$ cat config.mk
export PLATFORM = sky130hd
export DESIGN_NAME = bcau_adjust_unit
export DESIGN_NICKNAME = d
export VERILOG_FILES = /design/src/rtl/bcau_pkg.sv /design/src/rtl/bcau_seq_div.sv /design/src/rtl/bcau_adjust_unit.sv
export SDC_FILE = /design/constraint.sdc
export NUM_CORES = 1
export LEC_CHECK = 0
export CORE_MARGIN = 1
export CORE_UTILIZATION = 55
export DETAILED_ROUTE_END_ITERATION = 12
export MAX_ROUTING_LAYER = met4
export PLACE_DENSITY = 0.69
export REMOVE_ABC_BUFFERS = 1
export SETUP_SLACK_MARGIN = 0.4
export SYNTH_ARGS = -nofsm -noshare
export SYNTH_HDL_FRONTEND = slang
export SYNTH_HIERARCHICAL = 1
export SYNTH_SLANG_ARGS = --single-unit
$ cat constraint.sdc
create_clock -name clk_i -period 5.9 [get_ports clk_i]
set_input_delay 1.475 -clock clk_i [delete_from_list [all_inputs] [get_ports clk_i]]
set_output_delay 1.475 -clock clk_i [all_outputs]
set_load 0.005 [all_outputs]
$ cat src/rtl/bcau_pkg.sv
// Shared types, constants and helpers for the BCAU brightness/contrast adjust unit.
//   bcau_adj_state_t : adjust-unit FSM states
//   BCAU_DEF_DELTA   : delta in force after reset until the first frame's first beat
//   clamp_add/sub    : saturating add/subtract for a pixel of pix_w bits
package bcau_pkg;

  typedef enum logic [1:0] {
    StLoad,
    StDivide,
    StEmit
  } bcau_adj_state_t;

  localparam int unsigned BCAU_DEF_DELTA = 32;

  // Operands are at most 16 bits wide in practice, so 32-bit arithmetic never wraps.
  function automatic int unsigned clamp_add(int unsigned p, int unsigned d, int unsigned pix_w);
    int unsigned max_v;
    int unsigned sum;
    max_v = (32'd1 << pix_w) - 32'd1;
    sum   = p + d;
    return (sum > max_v) ? max_v : sum;
  endfunction

  function automatic int unsigned clamp_sub(int unsigned p, int unsigned d);
    return (p > d) ? (p - d) : 32'd0;
  endfunction

endpackage

$ cat src/rtl/bcau_seq_div.sv
// Sequential restoring divider, one quotient bit per cycle.
//   clk_i, rst_ni : clock, synchronous active-low reset
//   start_i       : pulse; captures dividend_i and begins a DividendW-cycle divide
//   dividend_i    : numerator
//   divisor_i     : denominator, must stay stable while the divide runs
//   done_o        : one-cycle pulse in the cycle after the last quotient bit
//   quotient_o    : floor(dividend / divisor), valid while done_o is high
module bcau_seq_div #(
  parameter int unsigned DividendW = 15,
  parameter int unsigned DivisorW  = 7
) (
  input  logic                 clk_i,
  input  logic                 rst_ni,
  input  logic                 start_i,
  input  logic [DividendW-1:0] dividend_i,
  input  logic [DivisorW-1:0]  divisor_i,
  output logic                 done_o,
  output logic [DividendW-1:0] quotient_o
);

  localparam int unsigned CntW = $clog2(DividendW + 1);

  logic [DivisorW-1:0]  rem_q, rem_d;
  logic [DividendW-1:0] quo_q, quo_d;
  logic [CntW-1:0]      cnt_q, cnt_d;
  logic                 busy_q, busy_d;
  logic                 done_q, done_d;
  logic [DivisorW:0]    trial;

  always_comb begin
    rem_d  = rem_q;
    quo_d  = quo_q;
    cnt_d  = cnt_q;
    busy_d = busy_q;
    done_d = 1'b0;
    // quo_q doubles as the dividend shift register; its MSB feeds the remainder.
    trial  = {rem_q, quo_q[DividendW-1]};
    if (start_i) begin
      rem_d  = '0;
      quo_d  = dividend_i;
      cnt_d  = CntW'(DividendW);
      busy_d = 1'b1;
    end else if (busy_q) begin
      quo_d = quo_q << 1;
      if (trial >= {1'b0, divisor_i}) begin
        rem_d    = DivisorW'(trial - {1'b0, divisor_i});
        quo_d[0] = 1'b1;
      end else begin
        rem_d = trial[DivisorW-1:0];
      end
      cnt_d = cnt_q - CntW'(1);
      if (cnt_q == CntW'(1)) begin
        busy_d = 1'b0;
        done_d = 1'b1;
      end
    end
  end

  always_ff @(posedge clk_i) begin
    if (!rst_ni) begin
      rem_q  <= '0;
      quo_q  <= '0;
      cnt_q  <= '0;
      busy_q <= 1'b0;
      done_q <= 1'b0;
    end else begin
      rem_q  <= rem_d;
      quo_q  <= quo_d;
      cnt_q  <= cnt_d;
      busy_q <= busy_d;
      done_q <= done_d;
    end
  end

  assign done_o     = done_q;
  assign quotient_o = quo_q;

endmodule

$ cat src/rtl/bcau_adjust_unit.sv
// Brightness/contrast adjust unit: buffers one frame while summing it, divides the sum
// by the frame size to get the average, then replays the frame pushing every pixel away
// from the average by a runtime delta with saturation.
//   clk_i, rst_ni            : clock, synchronous active-low reset
//   cfg_delta_i, cfg_bypass_i: adjust magnitude / pass-through, captured on a frame's first beat
//   in_valid_i, in_ready_o   : input handshake, in_data_i carries Lanes pixels per beat
//   out_valid_o, out_ready_i : output handshake, out_data_o same packing, out_last_o on final beat
//   avg_out_o                : most recent frame average
//   busy_o                   : high while dividing or emitting
module bcau_adjust_unit
  import bcau_pkg::*;
#(
  parameter int unsigned PixW   = 8,
  parameter int unsigned Lanes  = 4,
  parameter int unsigned NumPix = 80
) (
  input  logic                  clk_i,
  input  logic                  rst_ni,
  input  logic [PixW-1:0]       cfg_delta_i,
  input  logic                  cfg_bypass_i,
  input  logic                  in_valid_i,
  output logic                  in_ready_o,
  input  logic [Lanes*PixW-1:0] in_data_i,
  output logic                  out_valid_o,
  input  logic                  out_ready_i,
  output logic [Lanes*PixW-1:0] out_data_o,
  output logic                  out_last_o,
  output logic [PixW-1:0]       avg_out_o,
  output logic                  busy_o
);

  localparam int unsigned Depth = NumPix / Lanes;
  localparam int unsigned DivW  = $clog2(NumPix + 1);
  localparam int unsigned AccW  = PixW + DivW;
  localparam int unsigned PtrW  = (Depth > 1) ? $clog2(Depth) : 1;
  localparam logic [PtrW-1:0] LastPtr = PtrW'(Depth - 1);

  if ((NumPix % Lanes) != 0) begin : g_bad_cfg
    $error("NumPix must be a multiple of Lanes");
  end

  bcau_adj_state_t       state_q, state_d;
  logic [PtrW-1:0]       wr_ptr_q, wr_ptr_d;
  logic [PtrW-1:0]       rd_ptr_q, rd_ptr_d;
  logic [AccW-1:0]       acc_q, acc_d;
  logic [PixW-1:0]       delta_q, delta_d;
  logic                  bypass_q, bypass_d;
  logic [PixW-1:0]       avg_q, avg_d;
  logic                  out_valid_q, out_valid_d;
  logic [Lanes*PixW-1:0] out_data_q, out_data_d;
  logic                  out_last_q, out_last_d;
  logic                  div_start_q, div_start_d;

  logic [Lanes*PixW-1:0] mem_q [Depth];
  logic [Lanes*PixW-1:0] rd_data_q;

  logic                  in_accept, out_fire, load_out;
  logic [AccW-1:0]       beat_sum;
  logic                  div_done;
  logic [AccW-1:0]       div_quo;
  logic [PixW-1:0]       adj_avg;
  logic [Lanes*PixW-1:0] adj_data;
  logic                  unused_quo;

  bcau_seq_div #(
    .DividendW(AccW),
    .DivisorW (DivW)
  ) u_div (
    .clk_i     (clk_i),
    .rst_ni    (rst_ni),
    .start_i   (div_start_q),
    .dividend_i(acc_q),
    .divisor_i (DivW'(NumPix)),
    .done_o    (div_done),
    .quotient_o(div_quo)
  );

  // Quotient is bounded by the max pixel value, so the upper bits are always zero.
  assign unused_quo = ^div_quo[AccW-1:PixW];

  assign in_accept = (state_q == StLoad) && in_valid_i;
  assign out_fire  = out_valid_q && out_ready_i;
  // Output register loads on the first beat straight out of the divider, then on every
  // handshake except the last one.
  assign load_out  = ((state_q == StDivide) && div_done) ||
                     ((state_q == StEmit) && out_fire && !out_last_q);
  // The first beat is adjusted in the same cycle the average is latched.
  assign adj_avg   = (state_q == StDivide) ? div_quo[PixW-1:0] : avg_q;

  always_comb begin
    beat_sum = '0;
    for (int unsigned l = 0; l < Lanes; l++) begin
      beat_sum += AccW'(in_data_i[l*PixW +: PixW]);
    end
  end

  always_comb begin
    adj_data = '0;
    for (int unsigned l = 0; l < Lanes; l++) begin
      if (bypass_q) begin
        adj_data[l*PixW +: PixW] = rd_data_q[l*PixW +: PixW];
      end else if (rd_data_q[l*PixW +: PixW] > adj_avg) begin
        adj_data[l*PixW +: PixW] =
            PixW'(clamp_add(32'(rd_data_q[l*PixW +: PixW]), 32'(delta_q), PixW));
      end else begin
        adj_data[l*PixW +: PixW] =
            PixW'(clamp_sub(32'(rd_data_q[l*PixW +: PixW]), 32'(delta_q)));
      end
    end
  end

  always_comb begin
    state_d     = state_q;
    wr_ptr_d    = wr_ptr_q;
    rd_ptr_d    = rd_ptr_q;
    acc_d       = acc_q;
    delta_d     = delta_q;
    bypass_d    = bypass_q;
    avg_d       = avg_q;
    out_valid_d = out_valid_q;
    out_data_d  = out_data_q;
    out_last_d  = out_last_q;
    div_start_d = 1'b0;

    unique case (state_q)
      StLoad: begin
        if (in_accept) begin
          acc_d = acc_q + beat_sum;
          if (wr_ptr_q == '0) begin
            delta_d  = cfg_delta_i;
            bypass_d = cfg_bypass_i;
          end
          if (wr_ptr_q == LastPtr) begin
            wr_ptr_d    = '0;
            state_d     = StDivide;
            div_start_d = 1'b1;
          end else begin
            wr_ptr_d = wr_ptr_q + PtrW'(1);
          end
        end
      end
      StDivide: begin
        if (div_done) begin
          avg_d   = div_quo[PixW-1:0];
          state_d = StEmit;
        end
      end
      StEmit: begin
        if (out_fire && out_last_q) begin
          state_d     = StLoad;
          acc_d       = '0;
          out_valid_d = 1'b0;
          out_last_d  = 1'b0;
          rd_ptr_d    = '0;
        end
      end
      default: state_d = StLoad;
    endcase

    if (load_out) begin
      out_valid_d = 1'b1;
      out_data_d  = adj_data;
      out_last_d  = (rd_ptr_q == LastPtr);
      rd_ptr_d    = (rd_ptr_q == LastPtr) ? '0 : rd_ptr_q + PtrW'(1);
    end
  end

  always_ff @(posedge clk_i) begin
    if (!rst_ni) begin
      state_q     <= StLoad;
      wr_ptr_q    <= '0;
      rd_ptr_q    <= '0;
      acc_q       <= '0;
      delta_q     <= PixW'(BCAU_DEF_DELTA);
      bypass_q    <= 1'b0;
      avg_q       <= '0;
      out_valid_q <= 1'b0;
      out_data_q  <= '0;
      out_last_q  <= 1'b0;
      div_start_q <= 1'b0;
    end else begin
      state_q     <= state_d;
      wr_ptr_q    <= wr_ptr_d;
      rd_ptr_q    <= rd_ptr_d;
      acc_q       <= acc_d;
      delta_q     <= delta_d;
      bypass_q    <= bypass_d;
      avg_q       <= avg_d;
      out_valid_q <= out_valid_d;
      out_data_q  <= out_data_d;
      out_last_q  <= out_last_d;
      div_start_q <= div_start_d;
    end
  end

  // Frame buffer. Reading rd_ptr_d keeps rd_data_q equal to mem_q[rd_ptr_q], so the next
  // beat is always pre-fetched and output can advance every cycle.
  always_ff @(posedge clk_i) begin
    if (in_accept) begin
      mem_q[wr_ptr_q] <= in_data_i;
    end
    rd_data_q <= mem_q[rd_ptr_d];
  end

  assign in_ready_o  = (state_q == StLoad);
  assign busy_o      = (state_q != StLoad);
  assign out_valid_o = out_valid_q;
  assign out_data_o  = out_data_q;
  assign out_last_o  = out_last_q;
  assign avg_out_o   = avg_q;

endmodule

After elaboration in Yosys (flattened, before gate mapping):

Memories as Yosys holds them, arrays and structs flattened. A register that Yosys moved wholly into a read port is not among the register bits.
Cells that the tools add are included.

* memory bits (read-only): 0
* memory bits (writable): 640
* memories: 1
* input bits: 45
* output and inout bits: 44
* logic and storage cells: 128
* register bits: 107
* bits in latches: 0

Memories
* mem_q: words 20, width 32, read ports 1, clocked after Yosys merged registers in 1, write ports 1, RTL line bcau_adjust_unit.sv:54 `logic [Lanes*PixW-1:0] mem_q [Depth];`

* equal/unequal tests: 9
* $add $sub $neg: 16
* mux-type cells: 47
* $lt $le $gt $ge: 13
* multiply operators: 0
* shift operators: 0
* reductions and logical operators: 24
* div/mod/pow operators: 0
* bitwise gates (word level): 2

Operator list (number)
* 8-bit 2-to-1 mux: 17
* 8-bit greater-than comparator: 8
* 15-bit 2-to-1 mux: 4
* 8-bit by 8-bit adder with 9-bit output: 5
* 9-bit by 8-bit greater-than comparator with 1-bit output, second input constant: 4
* 8-bit subtractor: 4
* 15-bit one-hot mux with 2 select lines: 1
* 5-bit 2-to-1 mux: 5
* 15-bit by 11-bit adder with 15-bit output: 1
* 1-bit 2-to-1 mux: 12
* 10-bit by 8-bit adder with 11-bit output: 1
* 5-bit by 1-bit adder with 5-bit output, second input constant: 2
* 9-bit by 8-bit adder with 10-bit output: 1
* 5-bit == test, second input constant: 2
* 2-bit nonzero test: 5
* 3-bit AND reduction: 3
* 8-bit by 7-bit greater-or-equal comparator with 1-bit output, second input constant: 1
* 2-bit 2-to-1 mux: 4
* 4-bit 2-to-1 mux: 2
* 2-bit by 1-bit != test with 1-bit output, second input constant: 4
* 7-bit 2-to-1 mux: 1
* 7-bit subtractor, second input constant: 1
* 1-bit logical AND: 6
* 2-bit one-hot mux with 3 select lines: 1
* other kinds (13): 16

Longest topological paths before layout:

Gate-level depths: netlist of the first run.

* depth after elaboration: 6
* gate-level depth with buffers: 15
* gate-level depth less buffers: 15

Modules after synthesis:

The synthesis of the first run kept the hierarchy.

Modules (own cells, without submodules)
* bcau_adjust_unit: seq. area each 21440.6 um^2, cells an instance 2469, area an instance 34055.2 um^2, times used 1
* bcau_seq_div: seq. area each 560.5 um^2, cells an instance 203, area an instance 1659.1 um^2, times used 1

Least setup slack after synthesis of the first run:

No wires, ideal clock.

* kind: input to register
* start point: in in_data_i[1]
* end point: reg acc_q[13]
* library setup time: 0.122 ns
* buffers on the path: 0
* arrival: 4.969 ns
* slack: 0.809 ns
* stages: 14
* required time: 5.778 ns
* cell sequence: inv_1 > fa_1 > fa_1 > fa_1 > inv_1 > ha_1 > fa_1 > a21o_1 > a21oi_1 > o21bai_1 > a2111o_1 > a41oi_1 > or3_1 > a21oi_1

* word-level cells in the longest chain between the ends: 6

RTL lines
* start: declaration: RTL line bcau_adjust_unit.sv:23 `input logic [Lanes*PixW-1:0] in_data_i,`
* 8-bit by 8-bit adder with 9-bit output: RTL line bcau_adjust_unit.sv:93 `beat_sum += AccW'(in_data_i[l*PixW +: PixW]);`
* 9-bit by 8-bit adder with 10-bit output: RTL line bcau_adjust_unit.sv:93
* 10-bit by 8-bit adder with 11-bit output: RTL line bcau_adjust_unit.sv:93
* 15-bit by 11-bit adder with 15-bit output: RTL line bcau_adjust_unit.sv:128 `acc_d = acc_q + beat_sum;`
* 15-bit 2-to-1 mux: RTL line bcau_adjust_unit.sv:127 `if (in_accept) begin`
* 15-bit one-hot mux with 2 select lines: RTL line bcau_adjust_unit.sv:125 `unique case (state_q)`
* end signal: assignment: RTL line bcau_adjust_unit.sv:173 `acc_q <= '0;`
* end signal: assignment: RTL line bcau_adjust_unit.sv:185 `acc_q <= acc_d;`
* end: declaration: RTL line bcau_adjust_unit.sv:45 `logic [AccW-1:0] acc_q, acc_d;`

Every way passes these cells. The select of a mux whose other input is x is not followed.
A chain may end at the register's enable or synchronous reset.

Worst setup path in the final report of the first run:

* start point: in in_data_i[17]
* end point: reg acc_q[11]

* word-level cells in the longest chain between the ends: 5

RTL lines (RTL line)
* 9-bit by 8-bit adder with 10-bit output: bcau_adjust_unit.sv:93
* 10-bit by 8-bit adder with 11-bit output: bcau_adjust_unit.sv:93
* 15-bit by 11-bit adder with 15-bit output: bcau_adjust_unit.sv:128
* 15-bit 2-to-1 mux: bcau_adjust_unit.sv:127
* 15-bit one-hot mux with 2 select lines: bcau_adjust_unit.sv:125

Every way passes these cells. The select of a mux whose other input is x is not followed.

==> results of run 1 <==
## flip-flops by register name (all words and copies together) (netlist names)
signal,count
out_valid_o,1
u_div/cnt_q,4
out_last_o,1
out_data_o,32
u_div/busy_q,1
u_div/quotient_o,15
wr_ptr_q,5
bypass_q,1
delta_q,8
rd_ptr_q,5
state_q,2
mem_q,640
u_div/rem_q,7
rd_data_q,32
u_div/done_o,1
acc_q,15
div_start_q,1
avg_out_o,8
## per-stage QoR
step	util (%)	instance area (um2)
floorplan	-	35000
global placement	59.1	38100
detailed placement	59.1	38100
CTS	63.3	40700
global route	63.3	40700
finish	63.3	40700
## synthesized netlist by cell type (7+ instances only)
master	instances	area share [%]
a311o_1	32	0.90
and3_1	41	0.72
nand2_1	175	1.8
o211ai_1	22	0.46
nand3_1	43	0.60
mux2_1	29	0.91
mux2_2	38	1.2
dfxtp_1	139	7.8
nand4_1	54	0.95
nor2_1	87	0.91
a311oi_1	7	0.17
o21a_1	12	0.25
buf_4	13	0.27
nor2b_1	30	0.53
a31oi_1	10	0.18
nor3_1	23	0.32
mux2i_1	245	6.9
a21oi_1	104	1.5
or3_1	17	0.30
o21ai_0	108	1.5
edfxtp_1	640	54
clkbuf_1	80	0.84
a32o_1	7	0.20
o22a_1	61	1.5
a222oi_1	31	0.87
nand2b_1	19	0.33
ha_1	125	4.4
o21bai_1	11	0.23
or2_2	7	0.12
fa_1	32	1.8
buf_2	31	0.43
a211oi_1	46	0.97
a21o_1	21	0.44
o31ai_1	8	0.17
and2_1	44	0.77
xor2_1	10	0.25
buf_6	12	0.38
a22oi_1	13	0.27
inv_1	134	1.4
## logic make-up (layout without fill, tap and decap cells)
group                    count (synthesis)  count (layout)  synth area share (%)
buffers and inverters                  272             481                  3.36
flip-flops                             779             779                  61.6
multiplexers                           313             313                  9.02
adder cells (fa/ha/maj)                157             157                  6.17
XOR/XNOR                                16              16                 0.392
AO/OA/AOI/OAI                          555             555                  11.2
AND/OR/NAND/NOR                        578             578                  8.28
other                                    2              11                0.0210
## worst max-delay path: stages
cell,delay [ps]
clkdlybuf4s50_1,610
inv_1,90
fa_1,560
fa_1,460
fa_1,530
inv_1,50
ha_1,220
fa_1,410
a21o_1,190
a21oi_1,170
o21bai_1,110
a2111o_1,460
a41oi_2,200
o21ai_0,110
a21oi_1,180
## per-layer routing
metal / part of all wire (%) / wire, um / GRT usage [%]
met5: 0 / 0 / -
met4: 3.0 / 3010 / 10.6
met3: 7.4 / 7520 / 5.53
met2: 49 / 49400 / 51.5
met1: 41 / 41100 / 39.9
## power breakdown
group / internal [mW] / total [mW] / switching (mW)
registers: 6.04 / 6.13 / 0.0948
logic: 0.564 / 1.42 / 0.855
clock network: 3.03 / 5.15 / 2.12
total: 9.63 / 12.7 / 3.07
## layout by cell type (no fill, tap or decap), drive strengths merged, types with 22 or more instances in the layout
| cell | n |
|---|---|
| nand2 | 175 |
| buf | 114 |
| o21ai | 115 |
| nor2b | 30 |
| nand4 | 54 |
| o22a | 61 |
| nor2 | 89 |
| nor3 | 23 |
| a21oi | 107 |
| and3 | 43 |
| a222oi | 31 |
| clkinv | 24 |
| edfxtp | 640 |
| clkdlybuf4s50 | 86 |
| mux2i | 245 |
| ha | 125 |
| a311o | 32 |
| inv | 137 |
| and2 | 44 |
| nand3 | 43 |
| dfxtp | 139 |
| clkbuf | 102 |
| o211ai | 22 |
| fa | 32 |
| a211oi | 47 |
| mux2 | 68 |
## worst max path at each step
stage                  startpoint  slack [ps]                endpoint  depth (start not counted)
global placement     in_data_i[1]        -100  acc_q[11]$_SDFFE_PN0P_                         15
finish              in_data_i[17]         590  acc_q[11]$_SDFFE_PN0P_                         15
detailed placement   in_data_i[1]        -200  acc_q[11]$_SDFFE_PN0P_                         15
CTS                  in_data_i[1]         410  acc_q[11]$_SDFFE_PN0P_                         15
global route         in_data_i[2]         420  acc_q[11]$_SDFFE_PN0P_                         17
floorplan             out_ready_i       -1540   rd_data_q[30]$_DFF_P_                          7
## area by class of cell
type                    count  area, um2  share of cell area (%)
diodes                      3       7.51                  0.0184
clock inverters            44        438                    1.07
inverters                 134        503                    1.23
multi-input cells        1627      12600                    31.0
well taps                 855       1070                    2.63
clock buffers             102       2230                    5.48
repair buffers            201       1880                    4.61
flip-flops and latches    779      22000                    54.0
==> results by group, run 1 <==
Placed design
  • HPWL after DPL: 64,700 um
  • PortBufs: 88
  • DP Cell Count: 3,596
  • RD Place Congestion: 0.904
  • Setup Slack @ Placement: -198 ps

Pwr
  • Total power draw: roughly 13 mW
  • VDD IR max: 0.000248 V
  • P_leak: between 10 and 15 nW
  • Power Dens Cells: between 300 and 400 nW/um2

Die
  • DIE HEIGHT: about 260 um
  • DIE AREA: around 66,000 um2
  • DIE WIDTH: ~260 um
  • I/O pin cnt: 89
  • Row cnt: just over 90
  • Starting density of the core: ~56%
  • Core area: ~64,000 um2

STA
  • Final hold vios: 0
  • Setup Total Neg Slack: 0 ps
  • Hold Slack: approximately 450 ps
  • Unrepaired setup endpoints after global routing: false
  • Slew margin rel.: 22.0%
  • Final number of max-transition violations: 0
  • Final Skew: roughly 21 ps
  • Minimum clock period: 5310 ps
  • Final worst-path cycle share: between 80% and 90%
  • Fmax: about 190 MHz
  • Least-Margin Pin Slew: 1170 ps
  • Setup-failing EPs final: 0
  • Setup ws final: 595 ps

Synthesis
  • Distinct cells, synth: 90
  • Number of synthesized flops with an enable pin: 640
  • Ys Warns: 6
  • Cell area after synthesis: 35,700 um2
  • Synth async-reset ratio: 0%
  • Syn Area/Cell: ~13 um2
  • Seq/Total Area, Yosys: 61.6%
  • Synth Register Bits: about 780
  • Synth Flop Type: edfxtp_1
  • Synth Instances: about 2,700

Critical path
  • Critical path peak fanout: 7
  • Reg-to-reg endpoint: out_data_o[26]$_SDFFE_PN0N_
  • R2R Path Start: state_q[0]$_SDFFE_PN0P_
  • WP data arrival: about 5800 ps
  • Depth of the worst register-to-register path: 10
  • Worst Path Required: between 6000 and 7000 ps
  • CP Class: input port to flop
  • CP endpoint kind: flop
  • Worst setup SP type: input port
  • R2r setup slk: 1090 ps

Global route
  • Total grt overflow: 0
  • Largest net degree at the start of global routing: between 60 and 70
  • Vias in the first global route: between 20,000 and 25,000
  • First-pass GRT wire length: 149,000 um
  • Gr usage total: a little under a third
  • Initial antenna violation count: 3

Cells and area
  • FILL cells: 4,742
  • Fraction of layout instances using a drive strength above 1: 11.6%
  • Finished Layout Cells: between 3,000 and 4,000
  • Area Growth Syn to Fin: 14.1%
  • NumNets Final: approximately 3,000

Worst hold path
  • Hold endpoint: out_data_o[25]$_SDFFE_PN0N_
  • Hold path depth: 2
  • Hold_sp: out_data_o[25]$_SDFFE_PN0N_
  • HP Class: flop to flop

Clocking
  • CTS Buffer Depth: 3
  • Worst skew pair latency: 630 ps
  • CTS Hold Bufs: 0
  • Root buf cell: clkbuf_16
  • CTS H-Tree Depth: 3
  • Post-CTS Setup Bufs: 0
  • Clock transition time at the flip-flop clock pins of the worst setup and hold paths: approximately 60 ps
  • CTS buffer count: 82
  • Clock sinks: 779
  • Post-cts resize count: 0
  • CTS tree: done

Route
  • Post-Route WL: about 100,000 um
  • # DRC: 0
  • Antenna viol nets, final: 0
  • Initial DRC Count: around 2,400
  • Via density: about 6.3
  • 1st-pass router iterations: 6
  • DR vias: 23,500
  • Wire per inst: ~27 um

Job
  • Max Cap Violations: 0

Status
  • Outcome: complete, no violations
(Power assumes the default switching activity.)
==> run 2, diff against run 1 <==
--- a/config.mk
+++ b/config.mk
@@ -7,7 +7,10 @@
 export LEC_CHECK = 0
 export CORE_MARGIN = 1
 export CORE_UTILIZATION = 55
+export CTS_CLUSTER_SIZE = 28
 export DETAILED_ROUTE_END_ITERATION = 12
+export GPL_TIMING_DRIVEN = 0
+export HOLD_SLACK_MARGIN = 0.12
 export MAX_ROUTING_LAYER = met4
 export PLACE_DENSITY = 0.69
 export REMOVE_ABC_BUFFERS = 1
==> results by group, run 2 (synthesis gave the netlist of run 1 again) <==
STA
  • Setup-failing EPs final: 0 (unchanged)
  • Fmax: 188 MHz (-0.52%)
  • Setup Total Neg Slack: 0 ps (unchanged)
  • Final worst-path cycle share: 90.4% (+0.47 points)
  • Slew margin rel.: 27.0% (+4.9 points)
  • Least-Margin Pin Slew: 1090 ps (-76.2 ps)
  • Unrepaired setup endpoints after global routing: false
  • Minimum clock period: 5330 ps (+27.9 ps)
  • Final number of max-transition violations: 0 (unchanged)
  • Final Skew: 36.9 ps (+15.9 ps)
  • Setup ws final: 567 ps (-27.9 ps)
  • Final hold vios: 0 (unchanged)
  • Hold Slack: 458 ps (+7.97 ps)

Global route
  • Initial antenna violation count: 5 (+2)
  • Total grt overflow: 0 (unchanged)
  • First-pass GRT wire length: 140,000 um (-5.7%)
  • Gr usage total: 29.4% (-2.1 points)
  • Vias in the first global route: 22,500 (-2.8%)
  • Largest net degree at the start of global routing: 48 (-28%)

Route
  • Post-Route WL: 94,000 um (-6.9%)
  • Initial DRC Count: 2,080 (-14%)
  • 1st-pass router iterations: 6 (unchanged)
  • DR vias: 22,900 (-2.6%)
  • # DRC: 0 (unchanged)
  • Wire per inst: 25.5 um (-5.4%)
  • Antenna viol nets, final: 0 (unchanged)
  • Via density: 6.20 (-1.0%)

Clocking
  • CTS tree: done
  • Clock sinks: 779 (unchanged)
  • CTS buffer count: 81 (-1.2%)
  • Clock transition time at the flip-flop clock pins of the worst setup and hold paths: 60 ps (about the same)
  • Worst skew pair latency: 650 ps (+20 ps)
  • CTS H-Tree Depth: 3 (unchanged)
  • CTS Buffer Depth: 3 (unchanged)
  • CTS Hold Bufs: 0 (unchanged)
  • Root buf cell: clkbuf_16

Die
  • DIE HEIGHT: 257 um (unchanged)
  • DIE WIDTH: 257 um (unchanged)
  • I/O pin cnt: 89 (unchanged)
  • DIE AREA: 66,000 um2 (unchanged)
  • Starting density of the core: 55.5% (unchanged)
  • Core area: 64,300 um2 (unchanged)
  • Row cnt: 93 (unchanged)

Cells and area
  • Finished Layout Cells: 3,686 (-1.6%)
  • NumNets Final: 2,963 (-2.1%)
  • Most common cell after layout, fill and taps aside: edfxtp_1
  • Fraction of layout instances using a drive strength above 1: 10.1% (-1.5 points)
  • Commonest cells after routing, fill and taps aside: edfxtp_1, mux2i_1, nand2_1, dfxtp_1, inv_1
  • Area Growth Syn to Fin: 14.3%
  • Footprint of the multi-input gates: 12,600 um2 (+0.18%)
  • Max reg flops: 640 (unchanged)
  • Final instance area: 40,800 um2 (+0.20%)
  • Most flops, register: mem_q
  • FILL cells: 4,746 (+0.084%)
  • Register area: 22,000 um2 (about the same)
  • Final core occ: 63.4% (+0.12 points)

Critical path
  • Crit-path slowest cell: clkdlybuf4s50_1
  • R2R Path Start: state_q[0]$_SDFFE_PN0P_
  • Worst setup SP type: input port
  • Top delay family on crit path: adder cells
  • CP Class: input port to flop
  • Crit path capture: acc_q[14]$_SDFFE_PN0P_
  • Buf/Inv on CP: 5 (+2)
  • Depth of the worst register-to-register path: 10 (unchanged)
  • Worst path cell trace: clkdlybuf4s50_1, inv_1, fa_1, inv_1, fa_1, inv_1, fa_1, inv_1, ha_1, nand3_1, a211oi_1, o31a_1, o2111ai_1, mux2_2
  • Reg-to-reg endpoint: out_data_o[10]$_SDFFE_PN0N_
  • Critical path peak fanout: 21 (+14)
  • WP data arrival: 5850 ps (about the same)
  • CP endpoint kind: flop
  • Worst Path Required: 6420 ps (about the same)
  • CP Depth: 14 (-1)
  • Critical Path Start: in_data_i[7]
  • Most common cell on crit path: inv_1
  • R2r setup slk: 940 ps (-150 ps)
  • Crit-path max cell delay: 940 ps (+330 ps)

Placed design
  • RD Place Congestion: 0.888 (-1.8%)
  • DP Cell Count: 3,533 (-1.8%)
  • PortBufs: 88 (unchanged)
  • Placement Cell Area: 38,100 um2 (+0.13%)
  • Setup Slack @ Placement: -681 ps (-483 ps)
  • HPWL after DPL: 63,500 um (-1.9%)

Pwr
  • VDD IR max: 0.000298 V (+20%)
  • P_leak: 14.2 nW (-0.50%)
  • Total power draw: 12.8 mW (+0.48%)
  • Power Dens Cells: 313 nW/um2 (+0.28%)

Job
  • Max Cap Violations: 0 (unchanged)

Worst hold path
  • HP Class: flop to flop

Status
  • Outcome: complete, no violations
## run 2: power by group
part / total, mW / internal [mW] / switching (mW) / leakage (nW)
clock network: 5.28 / 3.10 / 2.18 / 1.34
logic: 1.36 / 0.519 / 0.837 / 5.93
registers: 6.13 / 6.04 / 0.0923 / 6.91
total: 12.8 / 9.66 / 3.11 / 14.2
## run 2: worst min-delay path by stage
stage / start / to / depth (start not counted)
after floorplan: out_data_o[25]$_SDFFE_PN0N_ / out_data_o[25]$_SDFFE_PN0N_ / 2
after global placement: out_data_o[11]$_SDFFE_PN0N_ / out_data_o[11]$_SDFFE_PN0N_ / 1
after detailed placement: out_data_o[12]$_SDFFE_PN0N_ / out_data_o[12]$_SDFFE_PN0N_ / 1
after CTS: out_data_o[12]$_SDFFE_PN0N_ / out_data_o[12]$_SDFFE_PN0N_ / 1
after global routing: out_data_o[12]$_SDFFE_PN0N_ / out_data_o[12]$_SDFFE_PN0N_ / 1
final: out_data_o[9]$_SDFFE_PN0N_ / out_data_o[9]$_SDFFE_PN0N_ / 1
## run 2: worst reg2reg max path, stage by stage, from the launching register on
cell	delay (ps)
dfxtp_1	410
nor2b_1	890
mux2i_1	900
ha_1	370
and3_1	190
a221o_1	350
a21oi_1	270
nor2_1	260
a21oi_1	620
o21ai_0	290
a32o_1	310
## run 2: cell type report
type | instances | area share, %
Antenna cell | 3 | 0.0184
Clock buffer | 91 | 5.13
Clock inverter | 59 | 1.62
Inverter | 134 | 1.23
Multi-Input combinational cell | 1627 | 31.0
Sequential cell | 779 | 53.9
Tap cell | 855 | 2.62
Timing Repair Buffer | 138 | 4.52
## run 2: timing repair
item                                    in CTS  in global routing
cloned                                       0                  0
buffers inserted                             0                  0
endpoints found under the setup margin       7                  5
gates resized for setup                     30                 32
## run 2: per-layer routing
metal  wire length, um  track usage [%]
met1             38900             37.1
met2             46300             48.4
met3              5530             4.40
met4              3320             10.3
met5                 0                -
==> run 3, diff against run 2 <==
--- a/config.mk
+++ b/config.mk
@@ -6,13 +6,13 @@
 export NUM_CORES = 1
 export LEC_CHECK = 0
 export CORE_MARGIN = 1
-export CORE_UTILIZATION = 55
+export CORE_UTILIZATION = 25
 export CTS_CLUSTER_SIZE = 28
 export DETAILED_ROUTE_END_ITERATION = 12
 export GPL_TIMING_DRIVEN = 0
 export HOLD_SLACK_MARGIN = 0.12
 export MAX_ROUTING_LAYER = met4
-export PLACE_DENSITY = 0.69
+export PLACE_DENSITY = 0.36
 export REMOVE_ABC_BUFFERS = 1
 export SETUP_SLACK_MARGIN = 0.4
 export SYNTH_ARGS = -nofsm -noshare
==> results by group, run 3 (synthesis gave the netlist of run 1 again) <==
Route
  • 1st-pass router iterations: 7 (+1)
  • Wire per inst: 24.3 um (-4.8%)
  • # DRC: 0 (unchanged)
  • Post-Route WL: 115,000 um (+23%)
  • Uppermost layer routed: met4
  • Antenna viol nets, final: 0 (unchanged)
  • DR vias: 22,400 (-2.0%)
  • M1 WL: 51,500 um (+32%)
  • WL met3: 4860 um (-12%)
  • Met2 wire length: 55,800 um (+21%)
  • Via density: 4.73 (-24%)
  • Initial DRC Count: 1,535 (-26%)

Global route
  • Vias in the first global route: 22,600 (+0.49%)
  • Largest net degree at the start of global routing: 71 (+48%)
  • First-pass GRT wire length: 164,000 um (+17%)
  • Initial antenna violation count: 16 (+11)
  • Gr usage total: 16.2% (-13 points)
  • Total grt overflow: 0 (unchanged)

STA
  • Final worst-path cycle share: 90.4% (about the same)
  • Least-Margin Pin Slew: 1190 ps (+92.5 ps)
  • Fmax: 187 MHz (about the same)
  • Setup-failing EPs final: 0 (unchanged)
  • Unrepaired setup endpoints after global routing: true
  • Setup Total Neg Slack: 0 ps (unchanged)
  • Final Skew: 27.6 ps (-9.30 ps)
  • Final number of max-transition violations: 0 (unchanged)
  • Slew margin rel.: 18.7% (-8.3 points)
  • Final hold vios: 0 (unchanged)
  • Hold Slack: 455 ps (-3.56 ps)
  • Setup ws final: 564 ps (-2.52 ps)
  • Minimum clock period: 5340 ps (+2.52 ps)

Critical path
  • CP endpoint kind: flop
  • CP Depth: 15 (+1)
  • Worst path cell trace: clkdlybuf4s15_2, inv_1, fa_1, fa_1, fa_1, inv_1, ha_1, fa_1, a21o_1, a21oi_1, o21bai_1, a2111o_1, a41oi_2, o21ai_0, a21oi_1
  • Depth of the worst register-to-register path: 10 (unchanged)
  • CP Class: input port to flop
  • Worst Path Required: 6490 ps (+70 ps)
  • Top delay family on crit path: adder cells
  • Most common cell on crit path: fa_1
  • WP data arrival: 5930 ps (+80 ps)
  • Crit-path max cell delay: 610 ps (-330 ps)
  • Crit-path slowest cell: fa_1
  • Worst setup SP type: input port
  • Buf/Inv on CP: 3 (-2)
  • Critical path peak fanout: 21 (unchanged)

Cells and area
  • Most flops, register: mem_q
  • Most common cell after layout, fill and taps aside: edfxtp_1
  • NumNets Final: 2,973 (+0.34%)
  • Area Growth Syn to Fin: 18.7%
  • Fraction of layout instances using a drive strength above 1: 10.5% (+0.46 points)
  • Final instance area: 42,400 um2 (+3.8%)
  • Commonest cells after routing, fill and taps aside: edfxtp_1, mux2i_1, nand2_1, dfxtp_1, inv_1
  • Finished Layout Cells: 4,742 (+29%)
  • Final core occ: 29.9% (-34 points)
  • Max reg flops: 640 (unchanged)

Clocking
  • CTS buffer count: 95 (+17%)
  • CTS H-Tree Depth: 3 (unchanged)
  • Clock sinks: 779 (unchanged)
  • Clock transition time at the flip-flop clock pins of the worst setup and hold paths: 60 ps (about the same)
  • CTS tree: done
  • Worst skew pair latency: 690 ps (+40 ps)
  • CTS Buffer Depth: 3 (unchanged)
  • Root buf cell: clkbuf_16

Die
  • Starting density of the core: 25.2% (-30 points)
  • Row cnt: 138 (+48%)
  • DIE WIDTH: 380 um (+48%)
  • Core area: 142,000 um2 (+120%)
  • I/O pin cnt: 89 (unchanged)
  • DIE AREA: 144,000 um2 (+120%)
  • DIE HEIGHT: 380 um (+48%)

Pwr
  • Power Dens Cells: 313 nW/um2 (about the same)
  • P_leak: 14.3 nW (+1.0%)
  • VDD IR max: 0.000221 V (-26%)
  • Total power draw: 13.3 mW (+3.9%)

Worst hold path
  • HP Class: flop to flop
  • Hold path depth: 2 (+1)

Placed design
  • RD Place Congestion: 0.810 (-8.7%)
  • HPWL after DPL: 77,500 um (+22%)
  • DP Cell Count: 4,564 (+29%)
  • Placement Cell Area: 39,300 um2 (+3.2%)
  • PortBufs: 88 (unchanged)
  • Setup Slack @ Placement: -963 ps (-282 ps)

Status
  • Outcome: complete, no violations

Job
  • Max Cap Violations: 0 (unchanged)
run 3: worst reg2reg max path, stage by stage, from the launching register on:
cell     delay, ps
dfxtp_1        440
nor2b_2        610
mux2i_1       1050
ha_1           400
and3_1         190
a221o_1        340
a21oi_1        300
nor2_1         280
a21oi_1        730
o21ai_0        320
a32o_1         330
run 3: where the power goes:
part	leakage [nW]	switching [mW]	internal [mW]	total (mW)
logic	5.93	0.875	0.518	1.39
registers	6.91	0.104	6.04	6.15
clock network	1.50	2.37	3.35	5.72
run 3: layout make-up:
cell class	instances	area (um2)
clock buffers	123	2580
multi-input cells	1627	12700
well taps	1890	2360
fillers	14200	99200
diodes	4	10.0
repair buffers	134	1800
inverters	134	505
flip-flops and latches	779	22000
clock inverters	51	469
run 3: timing repair:
| action | 4_1_cts | 5_1_grt |
|---|---|---|
| setup endpoints to repair | 7 | 8 |
| gates resized for setup | 33 | 22 |
| gates cloned | 0 | 0 |
| hold buffers | 0 | 0 |
| setup buffers | 0 | 0 |
run 3: metal layers:
| metal | GRT usage [%] | up-vias |
|---|---|---|
| met5 | - | - |
| met4 | 5.16 | 0 |
| met3 | 2.62 | 155 |
| met2 | 26.7 | 465 |
| met1 | 20.3 | 11400 |
| li1 | - | 10400 |
run 3: final timing paths:
path	start	to	slack, ps
worst min register to register	out_data_o[25]$_SDFFE_PN0N_	out_data_o[25]$_SDFFE_PN0N_	450
worst min-delay path	out_data_o[25]$_SDFFE_PN0N_	out_data_o[25]$_SDFFE_PN0N_	450
worst max register to register	state_q[0]$_SDFFE_PN0P_	out_data_o[10]$_SDFFE_PN0N_	810
worst max-delay path	in_data_i[17]	acc_q[11]$_SDFFE_PN0P_	560
